[config.mk]
export PLATFORM = sky130hd
export DESIGN_NAME = shift_seq_ctrl
export DESIGN_NICKNAME = d
export VERILOG_FILES = /design/src/rtl/shift_seq_ctrl.sv
export SDC_FILE = /design/constraint.sdc
export NUM_CORES = 1
export LEC_CHECK = 0
export CORE_MARGIN = 1.5
export CORE_UTILIZATION = 40
export CTS_CLUSTER_DIAMETER = 30
export CTS_CLUSTER_SIZE = 14
export DETAILED_ROUTE_END_ITERATION = 6
export DONT_BUFFER_PORTS = 1
export GPL_TIMING_DRIVEN = 0
export PLACE_DENSITY = 0.55
export SLEW_MARGIN = 20
export SYNTH_ARGS = -nofsm -noshare
export SYNTH_HDL_FRONTEND = slang
export SYNTH_SLANG_ARGS = --single-unit
[constraint.sdc]
create_clock -name clk -period 5.4 [get_ports clk]
set_input_delay 1.08 -clock clk [delete_from_list [all_inputs] [get_ports clk]]
set_output_delay 1.08 -clock clk [all_outputs]
set_load 0.02 [all_outputs]
[src/rtl/shift_seq_ctrl.sv]
// -----------------------------------------------------------------------------
// shift_seq_ctrl
// Multi-cycle shift sequencer. A job (data, amount, op) is taken over a
// valid/ready handshake, shifted by at most MAX_STEP bit positions per cycle,
// and the result is returned over a second valid/ready handshake.
//
// Handshakes: a transfer happens on a rising edge where valid && ready are
// both 1. in_ready is 1 only in IDLE. out_valid is 1 only in DONE, and
// out_data is held stable while out_valid && !out_ready. in_* need not be
// held after the accepting edge.
//
// Ports
//   clk        clock, rising edge
//   rst        synchronous active-high reset, wins over all other inputs
//   in_valid   job offered
//   in_ready   job slot free (IDLE)
//   in_data    operand
//   in_amt     shift amount (two's complement for SDYN, else unsigned)
//   in_op      00 SHL, 01 SHR, 10 SSHR, 11 SDYN
//   cancel     abandon the in-flight job (SHIFT or DONE)
//   out_valid  result available (DONE)
//   out_ready  consumer takes result
//   out_data   result, keeps its last value when out_valid=0
//   busy       state != IDLE
//   dbg_state  current FSM state (0 IDLE, 1 SHIFT, 2 DONE)
// -----------------------------------------------------------------------------
module shift_seq_ctrl #(
  parameter int WIDTH    = 8,
  parameter int AMT_W    = 5,
  parameter int MAX_STEP = 4
) (
  input  logic             clk,
  input  logic             rst,
  input  logic             in_valid,
  output logic             in_ready,
  input  logic [WIDTH-1:0] in_data,
  input  logic [AMT_W-1:0] in_amt,
  input  logic [1:0]       in_op,
  input  logic             cancel,
  output logic             out_valid,
  input  logic             out_ready,
  output logic [WIDTH-1:0] out_data,
  output logic             busy,
  output logic [1:0]       dbg_state
);

  typedef enum logic [1:0] {
    S_IDLE  = 2'd0,
    S_SHIFT = 2'd1,
    S_DONE  = 2'd2
  } state_t;

  localparam logic [1:0] OP_SHL  = 2'b00;
  localparam logic [1:0] OP_SSHR = 2'b10;
  localparam logic [1:0] OP_SDYN = 2'b11;

  // Remaining-count width: must hold values 0..WIDTH.
  localparam int RW = $clog2(WIDTH + 1);
  // Magnitude width: wide enough for both the amount and WIDTH.
  localparam int MW = AMT_W + RW;

  localparam logic [MW-1:0] WIDTH_M = MW'(WIDTH);
  localparam logic [RW-1:0] WIDTH_R = RW'(WIDTH);
  localparam logic [RW-1:0] STEP_R  = RW'(MAX_STEP);

  state_t           r_state;
  state_t           w_state_nxt;
  logic [WIDTH-1:0] r_data;
  logic [WIDTH-1:0] r_out;
  logic [RW-1:0]    r_rem;
  logic             r_left;
  logic             r_arith;

  // ---------------------------------------------------------------------------
  // Accept-time decode of the incoming job
  // ---------------------------------------------------------------------------
  logic             w_amt_neg;
  logic [AMT_W-1:0] w_amt_abs;
  logic [MW-1:0]    w_mag;
  logic [RW-1:0]    w_rem_init;
  logic             w_left_in;
  logic             w_arith_in;

  always_comb begin
    // Negative SDYN amounts mean a left shift by the negated amount. The most
    // negative value negates to itself, which read unsigned is 2^(AMT_W-1).
    w_amt_neg  = (in_op == OP_SDYN) && in_amt[AMT_W-1];
    w_amt_abs  = w_amt_neg ? ((~in_amt) + AMT_W'(1)) : in_amt;
    w_mag      = {{RW{1'b0}}, w_amt_abs};
    // Anything at or beyond WIDTH behaves exactly like shifting by WIDTH.
    w_rem_init = (w_mag >= WIDTH_M) ? WIDTH_R : w_mag[RW-1:0];
    w_left_in  = (in_op == OP_SHL) || w_amt_neg;
    w_arith_in = (in_op == OP_SSHR) ||
                 ((in_op == OP_SDYN) && !in_amt[AMT_W-1]);
  end

  // ---------------------------------------------------------------------------
  // Bounded-step shifter
  // ---------------------------------------------------------------------------
  logic [RW-1:0]    w_step;
  logic             w_last;
  logic [WIDTH-1:0] w_shifted;

  always_comb begin
    w_step    = (r_rem < STEP_R) ? r_rem : STEP_R;
    w_last    = (r_rem <= STEP_R);
    w_shifted = r_data;
    if (r_left) begin
      w_shifted = r_data << w_step;
    end else if (r_arith) begin
      w_shifted = WIDTH'($signed(r_data) >>> w_step);
    end else begin
      w_shifted = r_data >> w_step;
    end
  end

  // ---------------------------------------------------------------------------
  // FSM: state register
  // ---------------------------------------------------------------------------
  always_ff @(posedge clk) begin
    if (rst) begin
      r_state <= S_IDLE;
    end else begin
      r_state <= w_state_nxt;
    end
  end

  // ---------------------------------------------------------------------------
  // FSM: next-state logic
  // ---------------------------------------------------------------------------
  always_comb begin
    w_state_nxt = r_state;
    case (r_state)
      S_IDLE: begin
        // cancel is deliberately ignored here so it cannot block an accept.
        if (in_valid) begin
          w_state_nxt = (w_rem_init != '0) ? S_SHIFT : S_DONE;
        end
      end
      S_SHIFT: begin
        if (cancel) begin
          w_state_nxt = S_IDLE;
        end else if (w_last) begin
          w_state_nxt = S_DONE;
        end
      end
      S_DONE: begin
        if (cancel || out_ready) begin
          w_state_nxt = S_IDLE;
        end
      end
      default: w_state_nxt = S_IDLE;
    endcase
  end

  // ---------------------------------------------------------------------------
  // FSM: outputs
  // ---------------------------------------------------------------------------
  always_comb begin
    in_ready  = (r_state == S_IDLE);
    out_valid = (r_state == S_DONE);
    busy      = (r_state != S_IDLE);
    dbg_state = r_state;
    out_data  = r_out;
  end

  // ---------------------------------------------------------------------------
  // Datapath registers
  // ---------------------------------------------------------------------------
  always_ff @(posedge clk) begin
    if (rst) begin
      r_data  <= '0;
      r_out   <= '0;
      r_rem   <= '0;
      r_left  <= 1'b0;
      r_arith <= 1'b0;
    end else begin
      case (r_state)
        S_IDLE: begin
          if (in_valid) begin
            r_data  <= in_data;
            r_rem   <= w_rem_init;
            r_left  <= w_left_in;
            r_arith <= w_arith_in;
            // Zero-amount jobs go straight to DONE with the operand unchanged.
            if (w_rem_init == '0) begin
              r_out <= in_data;
            end
          end
        end
        S_SHIFT: begin
          if (cancel) begin
            r_rem <= '0;
          end else begin
            r_data <= w_shifted;
            r_rem  <= r_rem - w_step;
            // The result register only changes when a job completes, so
            // out_data keeps the last delivered value in IDLE and SHIFT.
            if (w_last) begin
              r_out <= w_shifted;
            end
          end
        end
        default: begin
        end
      endcase
    end
  end

endmodule

==> metrics.cfg <==
[logic_synthesis]
synthesis.nets=260
ys_seq_area_share_pct=26.1
synth_top_area_share_pct=26.1
ys_ff_latch=24
synth_area_leaders=dfxtp_1 (26%), mux2i_1 (9.2%), nor2_1 (6.5%)
yosysWarnings=0
syn_inst=237
async_reset_ff_share_pct=0
synth_cell_types=52
synth_edf_count=0
yosys.area.top_type=dfxtp_1
synth_ff_type=dfxtp_1
synth_area_mm2=0.00184
synth_area_per_cell_um2=7.77

[timing]
fin_skew_ns=0.00125
grt_setup_unrepaired=no
timing.hold.ws_ns=0.483
hold_violations=0
drv_slew=0
fin_tns_setup_ns=0
setup_violations=0
fin_crit_sh_pct=46.1
fmax_mhz=402
worst_slew_pin_slew_ns=0.646
max-slew-margin-rel_pct=56.9
min_period_ns=2.49

[cts]
clk_latency_ns=0.27
post_cts_buffers=0
cts_inserted_buffers=3
clockBufferDepth=2
holdBufCountCts=0
cts_tree=done
cts_sinks=24
root_buffer=clkbuf_8
cts_resized=0
cts_max_level=1
clk_pin_slew_worst_paths_ns=0.09

[cells_and_area]
syn2layout_area_growth_pct=7.41
nets=265
seq_area_um2=480
final_common_cell=nor2_1
most-common-layout-cells=nor2_1 (32), dfxtp_1 (24), nand2_1 (23)
nFillCells=451
multi_input_area_mm2=0.00123
drive_gt1_share_pct=12.4
diodes=0
finalInstanceArea_mm2=0.00198

[flow_run]
drv_cap=0

[route]
via_count=1780
drc=0
drt_pass1_iterations=4
vias_per_cell=6.08
avgRoutedWirePerCell_um=17.4
ant_nets=0
drt_wl_total_um=5090
first_iter_violations=244

[worst_setup_path]
crit_type=reg2out
startpoint_type=register
cp_num_buf_inv=1
cp_max_fo=9
critical_path.top_delay_family=flip-flops
max_stage_delay_ns=0.45
arrival_ns=1.41
crit_chain=or2_2 -> inv_1
worstPathRequired_ns=4.32
crit_slowest_cell=dfxtp_1
crit_path_end_kind=output pin

[global_routing]
grt_pass1_vias=1618
grt_pass1_wl_um=8300
grt.total_usage_pct=20.5
grt-ovfl-total=0
grt_max_degree=15
antenna_found_initial=0

[floorplan]
die-area_mm2=0.00502
die_y_um=70.9
core-area_mm2=0.00438
fp-row-count=24
die_w_um=70.9
start_util_pct=42.0
io_pins=33

[place]
place.gp.congestion=0.936
placed_area_mm2=0.00191
dpl.hpwl_um=3710
io_buffers=0

[power_and_ir_drop]
ir_drop_mv=0.126
p_leak_nw=0.735
powerDensity_mw_per_mm2=318

[outcome]
outcome=finished, final reports clean

[min_path]
hold_class=reg2reg

## report_power, final
part	switching (mW)	internal (mW)	total, mW
clock network	0.0637	0.0992	0.163
logic	0.134	0.0958	0.230
registers	0.0382	0.198	0.237
## synthesized netlist by cell type (all sizes together) (3+ instances only)
| cell type | count |
|---|---|
| a211oi | 7 |
| nand3 | 4 |
| ha | 3 |
| o22ai | 6 |
| a21oi | 16 |
| or2 | 6 |
| inv | 6 |
| nor3b | 3 |
| nand2b | 4 |
| nor2b | 5 |
| mux2 | 3 |
| nor2 | 32 |
| or3 | 3 |
| dfxtp | 24 |
| mux2i | 17 |
| clkbuf | 9 |
| nor4 | 4 |
| buf | 9 |
| nor3 | 12 |
| nand2 | 23 |
| o21ai | 9 |
| mux4 | 3 |
## worst min-delay path, delay by kind of cell (launching register included)
family             cells  cell delay (ns)
DFF                    1             0.34
and+or+nand+nor        1             0.06
AOI/OAI and AO/OA      1             0.05
## final timing paths
check / cells past startpoint / slack, ns / endpoint / startpoint
min: 2 / 0.48 / r_arith$_SDFFE_PP0P_ / r_arith$_SDFFE_PP0P_
max reg2reg: 7 / 3.07 / r_data[7]$_SDFFE_PP0P_ / dbg_state[1]$_SDFFE_PP0P_
min reg2reg: 2 / 0.48 / r_arith$_SDFFE_PP0P_ / r_arith$_SDFFE_PP0P_
max: 2 / 2.91 / in_ready / dbg_state[1]$_SDFFE_PP0P_
## kinds of logic after synthesis
| group | Yosys count | synth area share [%] |
|---|---|---|
| other | 2 | 0.408 |
| DFF | 24 | 26.1 |
| xor gates and xnor gates | 2 | 0.951 |
| AOI/OAI and AO/OA | 58 | 22.1 |
| muxes | 23 | 14.7 |
| buffers and inverters | 24 | 7.06 |
| adders and majority gates | 3 | 2.04 |
| and+or+nand+nor | 101 | 26.6 |
## cell type report
| class | count | area share [%] |
|---|---|---|
| buffer | 18 | 5.44 |
| multi-input combinational | 189 | 62.2 |
| clock buffer | 3 | 2.09 |
| sequential | 24 | 24.3 |
| inverter | 6 | 1.14 |
| tap | 52 | 3.29 |
| clock inverter | 1 | 1.52 |
## registers in the layout, indices dropped and copies added (netlist names)
register,count
r_left,1
out_data,8
r_rem,4
dbg_state,2
r_data,8
r_arith,1
## layer usage
layer / global-route usage (%) / up-vias / part of all wire [%] / wire length (um)
met2: 30.6 / 79 / 44 / 2240
met5: 0 / - / 0 / 0
li1: - / 858 / - / -
met3: 3.28 / 4 / 8.5 / 434
met1: 31.6 / 839 / 47 / 2390
met4: 3.14 / 0 / 0.57 / 29
## per-stage QoR
step | power, mW | setup WS [ns] | util [%] | std cells
floorplan | 0.413 | 2.85 | - | 237
global placement | 0.468 | 2.63 | 43.5 | 289
detailed placement | 0.466 | 2.67 | 43.5 | 289
CTS | 0.627 | 2.91 | 45.1 | 293
global route | 0.664 | 2.82 | 45.1 | 293
finish | 0.630 | 2.91 | 45.1 | 293
(Power assumes the default switching activity.)
